--- src/rtl/motor_ramp.sv ---
// ---------------------------------------------------------------------------
// motor_ramp
//
// Duty/direction slew limiter for one wheel. It sits between the software
// register block and the PWM generator / direction selector. Duty moves toward
// the software target by at most STEP per ramp tick. A direction reversal goes
// through four stages so that the H-bridge never sees an instant reversal under
// load: ramp down to 0, hold a dead time, switch direction, then ramp up.
// A disable takes effect at once and is not ramped.
//
// Parameters
//   TICK_DIV    clock cycles per ramp tick (>= 2)
//   STEP        duty change per tick (1..255)
//   DEAD_TICKS  ticks held at duty 0 before a direction switch (>= 1)
//
// Ports
//   clk        fabric clock
//   rst        synchronous, active-high reset
//   duty_in    target duty from the register block
//   dir_in     target direction from the register block
//   en_in      target enable from the register block
//   duty_out   applied duty, to the PWM generator (registered)
//   dir_out    applied direction, to the direction selector (registered)
//   en_out     applied enable, to the direction selector / EN pin (registered)
//   at_target  en_out=1 with duty_out=duty_in and dir_out=dir_in
// ---------------------------------------------------------------------------
module motor_ramp #(
    parameter int TICK_DIV   = 5000,
    parameter int STEP       = 4,
    parameter int DEAD_TICKS = 10
) (
    input  logic       clk,
    input  logic       rst,
    input  logic [7:0] duty_in,
    input  logic       dir_in,
    input  logic       en_in,
    output logic [7:0] duty_out,
    output logic       dir_out,
    output logic       en_out,
    output logic       at_target
);

    localparam int CW = (TICK_DIV > 1) ? $clog2(TICK_DIV) : 1;
    localparam int DW = $clog2(DEAD_TICKS + 1);

    localparam logic [CW-1:0] TICK_LAST = CW'(TICK_DIV - 1);
    localparam logic [DW-1:0] DEAD_LOAD = DW'(DEAD_TICKS);
    localparam logic [7:0]    STEP8     = 8'(STEP);
    localparam logic [8:0]    STEP9     = 9'(STEP);

    typedef enum logic [1:0] {
        IDLE,
        RAMP,
        BRAKE,
        DEAD
    } state_t;

    state_t          state;
    logic [CW-1:0]   tick_cnt;
    logic [DW-1:0]   dead_cnt;
    logic            tick;
    logic [8:0]      up_diff;
    logic [8:0]      down_diff;
    logic [7:0]      ramp_duty;
    logic [7:0]      brake_duty;

    // The tick counter free-runs and ignores the FSM, so ramp timing stays on
    // a fixed grid no matter when transitions happen.
    always_ff @(posedge clk) begin
        if (rst) begin
            tick_cnt <= '0;
        end else if (tick_cnt == TICK_LAST) begin
            tick_cnt <= '0;
        end else begin
            tick_cnt <= tick_cnt + 1'b1;
        end
    end

    assign tick = (tick_cnt == TICK_LAST);

    // Next duty for a RAMP tick and a BRAKE tick. The differences use 9 bits so
    // the STEP comparison cannot wrap. Landing on the target exactly prevents
    // overshoot when the remaining distance is smaller than STEP.
    always_comb begin
        up_diff    = {1'b0, duty_in} - {1'b0, duty_out};
        down_diff  = {1'b0, duty_out} - {1'b0, duty_in};
        ramp_duty  = duty_out;
        brake_duty = 8'd0;
        if (duty_in >= duty_out) begin
            ramp_duty = (up_diff <= STEP9) ? duty_in : duty_out + STEP8;
        end else begin
            ramp_duty = (down_diff <= STEP9) ? duty_in : duty_out - STEP8;
        end
        if ({1'b0, duty_out} > STEP9) begin
            brake_duty = duty_out - STEP8;
        end
    end

    // Main FSM. A low en_in overrides every state, including a tick in the
    // same cycle. While braking or in dead time, a direction request that
    // matches dir_out again cancels the reversal and goes back to RAMP.
    always_ff @(posedge clk) begin
        if (rst) begin
            state    <= IDLE;
            duty_out <= 8'd0;
            dir_out  <= 1'b0;
            en_out   <= 1'b0;
            dead_cnt <= '0;
        end else if (!en_in) begin
            state    <= IDLE;
            duty_out <= 8'd0;
            en_out   <= 1'b0;
        end else begin
            case (state)
                IDLE: begin
                    dir_out <= dir_in;
                    en_out  <= 1'b1;
                    state   <= RAMP;
                end
                RAMP: begin
                    if (dir_in != dir_out) begin
                        state <= BRAKE;
                    end else if (tick) begin
                        duty_out <= ramp_duty;
                    end
                end
                BRAKE: begin
                    if (dir_in == dir_out) begin
                        state <= RAMP;
                    end else if (duty_out == 8'd0) begin
                        state    <= DEAD;
                        dead_cnt <= DEAD_LOAD;
                    end else if (tick) begin
                        duty_out <= brake_duty;
                    end
                end
                DEAD: begin
                    if (dir_in == dir_out) begin
                        state <= RAMP;
                    end else if (dead_cnt == '0) begin
                        dir_out <= dir_in;
                        state   <= RAMP;
                    end else if (tick) begin
                        dead_cnt <= dead_cnt - 1'b1;
                    end
                end
                default: begin
                    state    <= IDLE;
                    duty_out <= 8'd0;
                    en_out   <= 1'b0;
                end
            endcase
        end
    end

    assign at_target = en_out && (duty_out == duty_in) && (dir_out == dir_in);

endmodule

--- config.mk ---
export PLATFORM = sky130hd
export DESIGN_NAME = motor_ramp
export DESIGN_NICKNAME = d
export VERILOG_FILES = /design/src/rtl/motor_ramp.sv
export SDC_FILE = /design/constraint.sdc
export NUM_CORES = 1
export LEC_CHECK = 0
export CELL_PAD_IN_SITES_DETAIL_PLACEMENT = 2
export CELL_PAD_IN_SITES_GLOBAL_PLACEMENT = 2
export CORE_MARGIN = 4
export CORE_UTILIZATION = 30
export DETAILED_ROUTE_END_ITERATION = 7
export DONT_BUFFER_PORTS = 1
export PLACE_DENSITY_LB_ADDON = 0.1
export SLEW_MARGIN = 20
export SYNTH_ARGS = -nofsm -noshare
export SYNTH_HDL_FRONTEND = slang
export SYNTH_SLANG_ARGS = --single-unit
--- constraint.sdc ---
create_clock -name clk -period 3.2 [get_ports clk]
set_input_delay 0.16 -clock clk [delete_from_list [all_inputs] [get_ports clk]]
set_output_delay 0.16 -clock clk [all_outputs]
set_load 0.01 [all_outputs]
# Word level (Yosys, flattened, before mapping)
# Index checks and enable logic that the tools add are counted.
# Widths: inputs -> output; s select.
# totals
reg_bits	29
input_bits	12
elab_cells	77
out_inout_bits	11
# op_classes
bitwise_logic	1
muxes	25
n_lt_le_gt_ge	4
reduce_logical	14
n_eq_ne	21
addsub	6
# ops
op	count
$mux 8	9
$ne 2x2->1 const B	11
$mux 4	5
$le 9x3->1 const B	2
$sub 8x8->9	2
$pmux 8 s2	1
$add 13x1->13 const B	1
$eq 13x13->1 const B	1
$mux 2	5
$add 8x3->8 const B	1
$eq 8x8->1	1
$ge 8x8->1	1
$gt 8x3->1 const B	1
$logic_not 8->1	1
$pmux 2 s4	1
$pmux 4 s2	1
$sub 8x3->8 const B	1
$reduce_and 7->1	1
$ne 3x3->1 const B	2
$reduce_and 6->1	1
$reduce_bool 2->1	3
$eq 2x2->1 const B	2
$logic_not 4->1	1
$reduce_and 4->1	1
other kinds (11)	15

# Longest topological paths before layout
# Gate-level depths: netlist of the first run.
# depth
word_depth	7
depth_mapped	11
ltp_nobuf	9

# Worst setup path after synthesis of the first run
# Ideal clock, no wire load.
# synth_path
path_type	register to register
from	register duty_out[1]
to	register duty_out[0]
arrival_time_ns	2.692
path_stages_with_launch	9
setup_time_ns	0.118
slack_ns	0.390
required_time_ns	3.082
cell_sequence	dfxtp_1 ha_1 nor2b_4 o21a_1 or4_4 a221oi_4 a32oi_4 a211o_1 a32o_2
# synth_between
elab_chain_len	7
elab_cells_between_ends	19
cone_classes	2 x add/sub; 4 x order compare; 1 x eq/ne; 10 x mux; 2 x reduce/logical
# synth_rtl
element	line_no	text
start, declared	37	output logic [7:0] duty_out,
start signal, assigned	124	duty_out <= ramp_duty;
start signal, assigned	134	duty_out <= brake_duty;
$sub 8x8->9, on equally long branches	86, 85	
$le 9x3->1, on equally long branches	92, 90	
$mux 8, on equally long branches	92, 90	
$mux 8	89	if (duty_in >= duty_out) begin
$mux 8	123	end else if (tick) begin
$mux 8	121	if (dir_in != dir_out) begin
$pmux 8 s2	114	case (state)
# Parallel ways exist; a longest one is shown, timed or not. The select of a mux whose other input is x is not followed.
# A chain may end at the register's enable or synchronous reset.

# Worst setup path after layout of the first run
# layout_path
from	register duty_out[4]
to	register duty_out[1]
# Same word-level chain as after synthesis.

==> flow_metrics.py, run 1 <==
metrics = {
    "place": {
        "dpl.hpwl_um": 6600,
        "port_buffers": 0,
        "routabilityCongestion": 0.800,
    },
    "global_routing": {
        "grt_pass1_wl_um": 13700,
        "grt_max_degree": 14,
        "overflow": 0,
        "antenna_found_initial": 0,
        "grt_use_total_pct": 16.9,
        "first_global_vias": 2575,
    },
    "finish": {
        "final_cell_mix": "31 x nor2_1, 29 x dfxtp_1, 27 x ha_1, 26 x inv_1, 19 x a21oi_1",
        "fin_nets": 375,
        "layout_commonest_cell": "nor2_1",
        "fill_cells": 963,
        "n_antenna_cell": 0,
        "drive_above_1_share_pct": 10.1,
        "syn_to_final_growth_pct": 12.6,
        "final_core_util_pct": 35.1,
    },
    "sta": {
        "rsz0062_at_grt": "false",
        "hold_viol": 0,
        "tns_ns": 0,
        "timing.fmax_ghz": 0.339,
        "max_slew.worst_pin.slew_ns": 0.560,
        "skew_ns": 0.0155,
        "fin_crit_ns": 2.95,
        "layout_worst_path_cycle_share_pct": 92.1,
        "maxSlewViolCount": 0,
        "setup_viol": 0,
        "maxSlewHeadroom_pct": 61.7,
    },
    "floorplanning": {
        "core.rowCount": 33,
        "die_h_um": 101,
        "die_x_um": 101,
        "initial_utilization_pct": 31.2,
        "pin_count": 23,
        "dieArea_um2": 10200,
        "core_um2": 8340,
    },
    "clock_network": {
        "cts_root_buf": "clkbuf_8",
        "cts_tree": "built",
        "cts_max_level": 2,
        "clk_pin_slew_ns": 0.08,
        "cts_resized": 0,
        "clockBufferDepth": 2,
        "clkLatencyLatePin_ns": 0.29,
        "clock_sinks": 29,
        "post-cts-setup-buffers": 0,
        "cts_made_buffers": 5,
    },
    "power": {
        "p_per_area_nw_per_um2": 308,
        "power_leakage_nw": 1.16,
        "power_frac_seq_pct": 41.5,
        "netSwitchingFraction_pct": 25.8,
        "power.switching_w": 0.000233,
        "ir_drop_mv": 0.179,
        "clkPwrFrac_pct": 44.5,
        "internal_power_w": 0.000670,
        "p_total_w": 0.000903,
        "power_frac_comb_pct": 14.0,
    },
    "synth": {
        "syn_area_um2": 2600,
        "synth_warnings": 0,
        "avgSynthCellArea_um2": 8.11,
        "async_flop_share_pct": 0,
        "seq_area_frac_synth_pct": 22.3,
        "yosysUniqueCellTypes": 67,
        "synth_cells": 321,
        "synth_edf_count": 0,
        "syn_nets": 360,
        "synthFlopType": "dfxtp_1",
        "synth-seq-cells": 29,
    },
    "outcome": {
        "status": "finished, final reports clean",
    },
    "setup_path": {
        "cp_max_fo": 10,
        "crit_required_ns": 3.37,
        "worstSetupPathType": "flop to flop",
        "start_kind": "flop",
        "rrSetupSlack_ns": 0.25,
        "cp.arrival_ns": 3.12,
        "worstSetupEndpointType": "flop",
    },
    "hold_path": {
        "hold_class": "input port to flop",
    },
    "routing": {
        "drtIter0Drc": 59,
        "drc": 0,
        "first_pass_iters": 4,
        "wl_per_cell_um": 18.6,
        "drtAntennaViolNets": 0,
        "drt_wl_total_um": 8240,
        "route.vias.total": 2415,
        "viasPerCell": 5.46,
    },
    "flow_run": {
        "maxCapViolCount": 0,
    },
}
[through the flow]
step / instances / setup slack (ns) / hold WS (ns) / area (um2)
finish: 442 / 0.253 / 0.0532 / 2930
global route: 442 / 0.0499 / 0.0685 / 2930
CTS: 440 / 0.253 / 0.0000955 / 2910
detailed placement: 431 / 0.305 / 0.233 / 2790
global placement: 431 / 0.348 / 0.232 / 2790
floorplan: 321 / 0.390 / 0.229 / 2600
[power groups by stage]
stage / Sequential (W) / Combinational (W) / Clock, W
2_1_floorplan: 0.000381 / 0.0000927 / 0
3_3_place_gp: 0.000383 / 0.000120 / 0
3_5_place_dp: 0.000383 / 0.000123 / 0
4_1_cts: 0.000375 / 0.000126 / 0.000420
5_1_grt: 0.000376 / 0.000141 / 0.000439
6_report: 0.000375 / 0.000126 / 0.000402
[area by class of cell]
type / count / area [um2] / share of cell area, %
clock buffers: 7 / 86.3 / 2.94
clock inverters: 1 / 30.0 / 1.02
inverters: 28 / 105 / 3.59
multi-input cells: 255 / 1860 / 63.6
flip-flops and latches: 29 / 581 / 19.8
well taps: 105 / 131 / 4.48
repair buffers: 17 / 135 / 4.61
[metal layers]
layer	vias up	global-route usage (%)	part of all wire, %
met4	0	3.68	0.80
met5	-	0	0
li1	1191	-	-
met2	16	30.5	52
met3	7	2.82	2.0
met1	1201	20.9	45
[synth_stat cells, drive strengths merged, types with 6 or more instances]
cell	count	area, um2
nor2	31	116
dfxtp	29	581
ha	27	338
inv	27	101
a21oi	19	95.1
nand2	17	63.8
nand3	15	75.1
xnor2	13	114
o21ai	11	58.8
nor3	10	50.1
xor2	10	87.6
buf	8	50.0
nand2b	8	50.1
a211oi	6	45.0
[timing repair]
item	in CTS	in global routing
hold endpoints to repair	5	2
hold buffers	1	2
endpoints found under the setup margin	0	0
[flip-flops by register name (all words and copies together), names as in the netlist]
| signal | flops |
|---|---|
| tick_cnt | 13 |
| duty_out | 8 |
| dead_cnt | 4 |
| state | 2 |
| dir_out | 1 |
| en_out | 1 |
[worst paths after layout]
path,start,endpoint,depth (start not counted)
worst max-delay path,duty_out[4],duty_out[1],8
worst min-delay path,dir_in,dir_out,2
worst max register to register,duty_out[4],duty_out[1],8
worst min register to register,tick_cnt[0],tick_cnt[0],1
[cells by family after synthesis]
kind of cell             share of synthesized area (%)
AND/OR/NAND/NOR                                   25.1
flip-flops                                        22.3
buffers and inverters                             6.10
adder cells (fa/ha/maj)                           13.0
AO/OA/AOI/OAI                                     24.9
multiplexers                                     0.817
XOR/XNOR                                          7.74
[critical path, stage by stage (launching register included)]
cell and delay, ns:
dfxtp_1 0.48, ha_1 0.41, and4_1 0.28, and4_1 0.21
o31ai_1 0.35, nor2b_1 0.32, a32oi_4 0.16, a211o_1 0.35
a32o_2 0.27
No activity file was read; power rests on OpenSTA's default activity.
==> run 2, diff against run 1 <==
--- a/config.mk
+++ b/config.mk
@@ -7,7 +7,6 @@
 export LEC_CHECK = 0
 export CELL_PAD_IN_SITES_DETAIL_PLACEMENT = 2
 export CELL_PAD_IN_SITES_GLOBAL_PLACEMENT = 2
-export CORE_MARGIN = 4
 export CORE_UTILIZATION = 30
 export DETAILED_ROUTE_END_ITERATION = 7
 export DONT_BUFFER_PORTS = 1
==> constraint.sdc (replaced) <==
create_clock -name clk -period 3.3 [get_ports clk]
set_input_delay 0.165 -clock clk [delete_from_list [all_inputs] [get_ports clk]]
set_output_delay 0.165 -clock clk [all_outputs]
set_load 0.01 [all_outputs]
==> run 2 against run 1 <==
Compared with the run above: global-route usage grew 2.6 points; via count rose by 1.2%; clock power down 28%; non-clock buffer count is 3 lower; clock-buffer cell count shrank 1; first-iteration DRC count decreased by 15%; critical path depth unchanged; sequential power is 3% lower; critical endpoint unchanged.
==> flow_metrics.py, run 2 (synthesis gave the netlist of run 1 again) <==
metrics = {
    "finish": {
        "syn_to_final_growth_pct": 10.3,
        "final_cell_mix": "31 x nor2_1, 29 x dfxtp_1, 27 x ha_1, 26 x inv_1, 19 x a21oi_1",
        "fin_nets": 372,
        "seq_area_um2": 581,
        "layout_commonest_cell": "nor2_1",
        "n_antenna_cell": 0,
        "multiInputGateArea_um2": 1860,
        "top_register": "tick_cnt",
        "drive_above_1_share_pct": 9.88,
        "fill_cells": 979,
        "final_core_util_pct": 34.6,
        "largest_register_ffs": 13,
        "reg_top3": "tick_cnt (13), duty_out (8), dead_cnt (4)",
    },
    "hold_path": {
        "min_from": "duty_in[0]",
        "hold_class": "input port to flop",
        "hold_depth": 1,
        "holdPathEnd": "duty_out[0]",
    },
    "setup_path": {
        "worstRegToRegCells": 8,
        "worstSetupEndpointType": "flop",
        "worstSetupPathType": "flop to flop",
        "start_kind": "flop",
        "regToRegEndpoint": "duty_out[1]",
        "crit_required_ns": 3.47,
        "rrSetupSlack_ns": 0.32,
        "r2r_start": "duty_out[5]",
        "cp.arrival_ns": 3.15,
        "cp_max_fo": 13,
    },
    "global_routing": {
        "first_global_vias": 2707,
        "grt_use_total_pct": 19.5,
        "overflow": 0,
        "grt_pass1_wl_um": 13500,
        "antenna_found_initial": 0,
        "grt_max_degree": 14,
    },
    "routing": {
        "drt_wl_total_um": 8110,
        "route.top_layer_used": "met4",
        "drtIter0Drc": 50,
        "route.vias.total": 2444,
        "met3_length_um": 142,
        "drc": 0,
        "dr_wl_met2_um": 4360,
        "wl_per_cell_um": 18.5,
        "m1WireLength_um": 3540,
        "viasPerCell": 5.57,
        "first_pass_iters": 4,
        "drtAntennaViolNets": 0,
    },
    "place": {
        "dp_slack_ns": 0.341,
        "routabilityCongestion": 0.772,
        "port_buffers": 0,
        "dpl.hpwl_um": 6480,
    },
    "power": {
        "p_per_area_nw_per_um2": 268,
        "power_leakage_nw": 1.13,
        "ir_drop_mv": 0.161,
    },
    "sta": {
        "setup_ws_ns": 0.319,
        "fin_crit_ns": 2.98,
        "layout_worst_path_cycle_share_pct": 90.3,
        "timing.fmax_ghz": 0.335,
        "tns_ns": 0,
        "max_slew.worst_pin.slew_ns": 0.561,
        "maxSlewHeadroom_pct": 61.6,
        "maxSlewViolCount": 0,
        "setup_viol": 0,
        "hold_viol": 0,
        "rsz0062_at_grt": "false",
        "skew_ns": 0.0121,
    },
    "floorplanning": {
        "die_h_um": 95.1,
        "pin_count": 23,
        "die_x_um": 95.1,
        "core_um2": 8300,
        "dieArea_um2": 9050,
        "core.rowCount": 33,
        "initial_utilization_pct": 31.4,
    },
    "clock_network": {
        "cts_made_buffers": 5,
        "clk_pin_slew_ns": 0.07,
        "cts_root_buf": "clkbuf_8",
        "cts_resized": 0,
        "clock_sinks": 29,
        "clkLatencyLatePin_ns": 0.29,
        "cts_tree": "built",
        "cts_max_level": 2,
        "clockBufferDepth": 2,
    },
    "flow_run": {
        "maxCapViolCount": 0,
    },
    "outcome": {
        "status": "finished, final reports clean",
    },
}
[run 2: through the flow]
| stage | cells | hold WS (ns) | area (um2) | total power, W |
|---|---|---|---|---|
| after floorplan | 321 | 0.234 | 2600 | 0.000459 |
| after global placement | 430 | 0.236 | 2780 | 0.000485 |
| after detailed placement | 430 | 0.238 | 2780 | 0.000488 |
| after CTS | 439 | 0.00519 | 2870 | 0.000784 |
| after global routing | 439 | 0.00377 | 2870 | 0.000813 |
| final | 439 | 0.0141 | 2870 | 0.000768 |
[run 2: power breakdown]
group,leakage (nW),internal [W],total [W],switching (W)
logic,0.848,0.0000448,0.000117,0.0000726
clock network,0.0450,0.000146,0.000288,0.000142
registers,0.235,0.000356,0.000363,0.00000734
total,1.13,0.000547,0.000768,0.000222
[run 2: worst max-delay path, cell delays in order (launching register included)]
cell and delay [ns]:
dfxtp_1 0.41, ha_1 0.58, a21o_1 0.20, a221oi_1 0.08, a221o_1 0.38, a221oi_4 0.44, a32oi_4 0.16, a211o_1 0.34
a32o_2 0.26
[run 2: cell type report]
type                       instances  area share [%]
timing repair buffer              14            3.75
inverter                          28            3.66
sequential                        29            20.2
clock inverter                     2           0.349
clock buffer                       6            2.53
multi-input combinational        255            64.9
tap                              105            4.58
[run 2: per-layer routing]
metal	GRT usage [%]	vias to the layer above
li1	-	1190
met1	21.8	1233
met2	37.8	15
met3	2.71	6
met4	4.92	0
met5	0	-
[run 2: worst max-delay path by stage]
stage	start	to
2_1_floorplan	duty_out[1]	duty_out[0]
3_3_place_gp	duty_out[5]	duty_out[1]
3_5_place_dp	duty_out[5]	duty_out[0]
4_1_cts	duty_out[5]	duty_out[0]
5_1_grt	duty_out[4]	duty_out[0]
6_report	duty_out[5]	duty_out[1]
[run 2: what timing repair did]
| item | in CTS | in global routing |
|---|---|---|
| hold buffers | 1 | 0 |
| endpoints found under the hold margin | 5 | 0 |
| buffers inserted | 0 | 0 |
